### src/rtl/por_reset_sequencer_pkg.sv
// Shared types and constants for the POR reset sequencer: FSM state encoding,
// default parameter values and the shared counter width helper.
package por_seq_pkg;

    typedef enum logic [2:0] {
        ST_HOLD    = 3'd0,
        ST_FILTER  = 3'd1,
        ST_RELEASE = 3'd2,
        ST_RUN     = 3'd3,
        ST_SWRST   = 3'd4
    } state_t;

    localparam int DEF_NUM_DOMAINS   = 4;
    localparam int DEF_SYNC_STAGES   = 2;
    localparam int DEF_FILTER_CYCLES = 16;
    localparam int DEF_STAGE_GAP     = 8;

    // One counter serves the POR filter, the staggered release and the SW hold.
    function automatic int cnt_width(input int filt, input int nd, input int gap);
        int m;
        m = (filt > nd * gap) ? filt : nd * gap;
        return $clog2(m + 1);
    endfunction

endpackage

### src/rtl/por_reset_sequencer_sync.sv
// Synchronizer for the active-low POR: asserts (clears) asynchronously on rst or
// por_n_i low, deasserts synchronously after STAGES clock edges.
module por_sync #(
    parameter int STAGES = 2
) (
    input  logic clk,
    input  logic rst,
    input  logic por_n_i,
    output logic por_sync_o
);

    logic              clr;
    logic [STAGES-1:0] sync_q;

    assign clr = rst | ~por_n_i;

    always_ff @(posedge clk or posedge clr) begin
        if (clr) sync_q <= '0;
        else     sync_q <= {sync_q[STAGES-2:0], 1'b1};
    end

    assign por_sync_o = sync_q[STAGES-1];

endmodule

### src/rtl/por_reset_sequencer.sv
// Power-on reset sequencer: filters the synchronized POR and releases domain
// resets in staggered order. Define POR_SEQ_SW_RST_EN to enable software reset.
module por_reset_sequencer
    import por_seq_pkg::*;
#(
    parameter int NUM_DOMAINS   = DEF_NUM_DOMAINS,
    parameter int SYNC_STAGES   = DEF_SYNC_STAGES,
    parameter int FILTER_CYCLES = DEF_FILTER_CYCLES,
    parameter int STAGE_GAP     = DEF_STAGE_GAP
) (
    input  logic                   clk,
    input  logic                   rst,
    input  logic                   por_n_i,
    input  logic                   sw_rst_req_i,
    output logic [NUM_DOMAINS-1:0] domain_rst_n_o,
    output logic                   seq_done_o,
    output logic                   por_event_o,
    output logic [2:0]             state_o
);

    localparam int CNT_W = cnt_width(FILTER_CYCLES, NUM_DOMAINS, STAGE_GAP);

    state_t                 state_q;
    logic [CNT_W-1:0]       cnt_q, cnt_inc;
    logic [NUM_DOMAINS-1:0] dom_q, rel_hit;
    logic                   done_q, ev_q;
    logic                   por_sync, sw_req;
    logic                   filt_done, gap_done, last_rel, go_rel, active;

`ifdef POR_SEQ_SW_RST_EN
    assign sw_req = sw_rst_req_i;
`else
    logic unused_sw_req;
    assign unused_sw_req = sw_rst_req_i;
    assign sw_req        = 1'b0;
`endif

    por_sync #(.STAGES(SYNC_STAGES)) u_sync (
        .clk       (clk),
        .rst       (rst),
        .por_n_i   (por_n_i),
        .por_sync_o(por_sync)
    );

    // Transitions fire on the edge where cnt reaches its target, hence cnt_inc.
    always_comb begin
        cnt_inc   = cnt_q + CNT_W'(1);
        filt_done = (cnt_inc == CNT_W'(FILTER_CYCLES));
        gap_done  = (cnt_inc == CNT_W'(STAGE_GAP));
        last_rel  = (cnt_inc == CNT_W'((NUM_DOMAINS - 1) * STAGE_GAP));
        rel_hit   = '0;
        for (int k = 0; k < NUM_DOMAINS; k++)
            rel_hit[k] = (cnt_inc == CNT_W'(k * STAGE_GAP));
        active = (state_q == ST_RELEASE) || (state_q == ST_RUN) || (state_q == ST_SWRST);
        go_rel = por_sync &&
                 ((((state_q == ST_HOLD) || (state_q == ST_FILTER)) && filt_done) ||
                  ((state_q == ST_SWRST) && gap_done));
    end

    always_ff @(posedge clk or posedge rst) begin
        if (rst) begin
            state_q <= ST_HOLD;
            cnt_q   <= '0;
            dom_q   <= '0;
            done_q  <= 1'b0;
            ev_q    <= 1'b0;
        end else begin
            ev_q <= 1'b0;
            if (!por_sync && active) begin
                state_q <= ST_HOLD;
                cnt_q   <= '0;
                dom_q   <= '0;
                done_q  <= 1'b0;
                ev_q    <= 1'b1;
            end else if (go_rel) begin
                cnt_q <= '0;
                dom_q <= NUM_DOMAINS'(1);
                if (NUM_DOMAINS == 1) begin
                    state_q <= ST_RUN;
                    done_q  <= 1'b1;
                end else begin
                    state_q <= ST_RELEASE;
                end
            end else begin
                case (state_q)
                    ST_HOLD, ST_FILTER: begin
                        if (por_sync) begin
                            state_q <= ST_FILTER;
                            cnt_q   <= cnt_inc;
                        end else begin
                            state_q <= ST_HOLD;
                            cnt_q   <= '0;
                        end
                    end
                    ST_RELEASE: begin
                        cnt_q <= cnt_inc;
                        dom_q <= dom_q | rel_hit;
                        if (last_rel) begin
                            state_q <= ST_RUN;
                            done_q  <= 1'b1;
                        end
                    end
                    ST_RUN: begin
                        if (sw_req) begin
                            state_q <= ST_SWRST;
                            cnt_q   <= '0;
                            dom_q   <= '0;
                            done_q  <= 1'b0;
                        end
                    end
                    ST_SWRST: cnt_q <= cnt_inc;
                    default: begin
                        state_q <= ST_HOLD;
                        cnt_q   <= '0;
                        dom_q   <= '0;
                        done_q  <= 1'b0;
                    end
                endcase
            end
        end
    end

    assign domain_rst_n_o = dom_q;
    assign seq_done_o     = done_q;
    assign por_event_o    = ev_q;
    assign state_o        = state_q;

endmodule

### config.mk
export PLATFORM = sky130hd
export DESIGN_NAME = por_reset_sequencer
export DESIGN_NICKNAME = d
export VERILOG_FILES = /design/src/rtl/por_reset_sequencer_pkg.sv /design/src/rtl/por_reset_sequencer_sync.sv /design/src/rtl/por_reset_sequencer.sv
export SDC_FILE = /design/constraint.sdc
export NUM_CORES = 1
export LEC_CHECK = 0
export BUFFER_PORTS_ARGS = -buffer_cell sky130_fd_sc_hd__buf_4
export CAP_MARGIN = 20
export CORE_MARGIN = 2
export CORE_UTILIZATION = 45
export DETAILED_ROUTE_END_ITERATION = 16
export PLACE_DENSITY = 0.71
export SYNTH_ARGS = -nofsm -noshare
export SYNTH_HDL_FRONTEND = slang
export SYNTH_SLANG_ARGS = --single-unit
export TNS_END_PERCENT = 10
### constraint.sdc
create_clock -name clk -period 1.65 [get_ports clk]
set_clock_uncertainty 0.05 [all_clocks]
set_input_delay 0.2475 -clock clk [delete_from_list [all_inputs] [get_ports clk]]
set_output_delay 0.2475 -clock clk [all_outputs]
set_load 0.03 [all_outputs]
==> metrics.csv <==
metric;value;unit
worst-case clock buffer depth;2;
top cells by count, synth;dfrtp_1 (16), nand2_1 (8), nor2_1 (6);
Max Clock Freq;640;MHz
Post-CTS Repair Setup Buffers;0;
first-pass GRT wire length;2980;microns
DRC;0;
DR iter-0 viols;16;
RSZ-0062 raised after global routing;no;
area growth from synthesis to layout;29.3;%
post-synthesis register bit count;16;
Final Hold Vio Count;0;
Hold Path Depth;0;
Avg Inst Size Synth;9.65;sq um
ant diodes;0;
Buffers on Ports;10;
headroom to the max-slew limit;0.651;
CP endpoint kind;register;
Req. time, crit path;1.80;ns
DRT Pass-1 Iters;4;
CTS Buf Count;3;
initial core utilization;0.467;
later-pin clock latency in the skew report;0.28;ns
P per Cell Area;644;nW/um^2
HP Class;reg -> reg;
Synth Flop Type;dfrtp_1;
die width;48.7;microns
clock slew at reported path FFs;0.10;ns
TritonCTS clock tree;done;
Core Region;1920;sq um
critical path type;reg -> reg;
drt total wl;1720;microns
R2R depth;4;
share of flip-flops with an asynchronous set or reset;1.00;
Die Y;48.7;microns
maxcap violations;0;
fin nets;122;
die area;2370;sq um
post-layout util;0.604;
reg2reg start;cnt_q[4];
synthesized instance count;93;
post-synth top area cell;dfrtp_1;
Layout fillers;168;
WP data arrival;1.72;ns
via count;745;
CP max stage cell;dfrtp_1;
largest net degree at the start of global routing;16;
DR vias/cell;5.21;
Routed Antenna Nets;0;
share of layout cells above drive strength 1;0.319;
Leakage Power;0.539;nW
RD Place Congestion;0.780;
worst r2r dst;domain_rst_n_o[2];
vias in the first global route;684;
worst slew pin tran;0.522;ns
CTS Sinks;16;
Max FO, Critical Path;8;
initial antenna violation count;0;
Placed Instance Area;1070;sq um
Netlist Area Pre-Place;897;sq um
Area contributors post-synth;dfrtp_1 (45%), nor2b_1 (3.5%), nand2_1 (3.3%);
Slew Viols, Final;0;
minimum clock period;1.56;ns
R2R Setup Slk;0.09;ns
peak supply drop;0.482;mV
total power draw;0.747;mW
Hold Path Sink;u_sync.sync_q[1];
sequential share of the synthesized area;0.446;
Hold Startpoint;u_sync.sync_q[0];
Final Setup Violations;0;
I/O pin cnt;13;
crit-path max cell delay;0.46;ns
post-synth net total;98;
fin crit share;0.948;
H-Tree Depth;1;
fraction of post-synthesis cell area in the top cell type by area;0.446;
run status;finished, final reports clean;
startpoint type of the worst setup path;register;
Final HPWL DP;1260;microns
EDFF count, synth;0;
WL per Instance;12.0;microns
count leader, synth;dfrtp_1;
CTS root buf;clkbuf_4;
Synth warnings;0;
Congestion Overflow GR;0;
global-route usage over all layers;0.159;
post-synth cell types;39;
final instance area;1160;sq um
crit-path cells;nor2b_1 -> mux2i_4 -> or3_1 -> a211oi_2;
# rows;16;
==> cell families after synthesis <==
logic type,synth area share
fa+ha+maj,0.0139
buf+inv,0.0530
other cells,0.00837
simple gates,0.254
mux,0.0349
compound gates,0.141
xor+xnor,0.0488
flops,0.446
==> sequential cells by signal, indices dropped and copies added (netlist names) <==
| signal | flops |
|---|---|
| cnt_q | 6 |
| domain_rst_n_o | 4 |
| por_event_o | 1 |
| seq_done_o | 1 |
| state_o | 2 |
| u_sync.sync_q | 2 |
==> placed cells by master, fill, tap and decap left out, types with 2 or more instances in the layout <==
master         netlist  layout
a211oi_2             1       2
a21boi_0             2       2
a21oi_1              2       2
and3_1               2       2
buf_4                1      22
clkbuf_4             0       3
conb_1               2       2
dfrtp_1             16      16
dlygate4sd3_1        0       3
inv_1                3       3
nand2_1              8       8
nand3_1              2       2
nand4_1              3       3
nor2_1               6       6
nor2b_1              5       4
o21a_1               3       3
o21ai_0              5       5
or3_1                2       2
xnor2_1              2       2
xor2_1               3       3
==> what timing repair did <==
action                                  4_1_cts  5_1_grt
hold buffers                                  3        0
gates cloned                                  0        0
resized for setup                             1        5
endpoints found under the hold margin        16        0
endpoints found under the setup margin        2        9
pin swaps                                     0        0
==> through the flow <==
stage                     setup WS (ns)  instances  hold WS (ns)  setup TNS (ns)
after CTS                        0.0195        143         0.319               0
after global placement           0.0353        136         0.109               0
after global routing            0.00208        143         0.326               0
final                            0.0864        143         0.320               0
after detailed placement         0.0213        136         0.114               0
after floorplan                 -0.0173         93      0.000645         -0.0173
==> report_power, final <==
group	internal, mW	total, mW	leakage [nW]	switching [mW]
combinational	0.0402	0.0770	0.302	0.0368
sequential	0.401	0.412	0.215	0.0109
clock	0.134	0.258	0.0210	0.124
==> worst max-delay path: cells and delay by family (launching register included) <==
family	cells	cell delay, ns
mux	1	0.13
flops	1	0.46
simple gates	2	0.65
compound gates	1	0.18
==> worst max-delay path by stage <==
stage | slack, ns | startpoint | end
6_report | 0.09 | cnt_q[4] | domain_rst_n_o[2]
5_1_grt | 0.002 | cnt_q[0] | cnt_q[0]
4_1_cts | 0.02 | cnt_q[0] | cnt_q[0]
3_5_place_dp | 0.02 | cnt_q[0] | cnt_q[2]
3_3_place_gp | 0.04 | cnt_q[1] | cnt_q[2]
2_1_floorplan | -0.02 | cnt_q[0] | domain_rst_n_o[2]
==> cell type report <==
type,count,area [sq um],share of cell area
Sequential cell,16,400,0.345
Inverter,3,11.3,0.00971
Tap cell,27,33.8,0.0291
Multi-Input combinational cell,68,483,0.416
Clock buffer,4,36.3,0.0313
Timing Repair Buffer,25,195,0.168
==> routing by layer <==
layer,routed length [microns],track usage
met1,781,0.220
met2,820,0.244
met3,79,0.0309
met4,36,0.0667
met5,0,0
(Power assumes the default switching activity.)
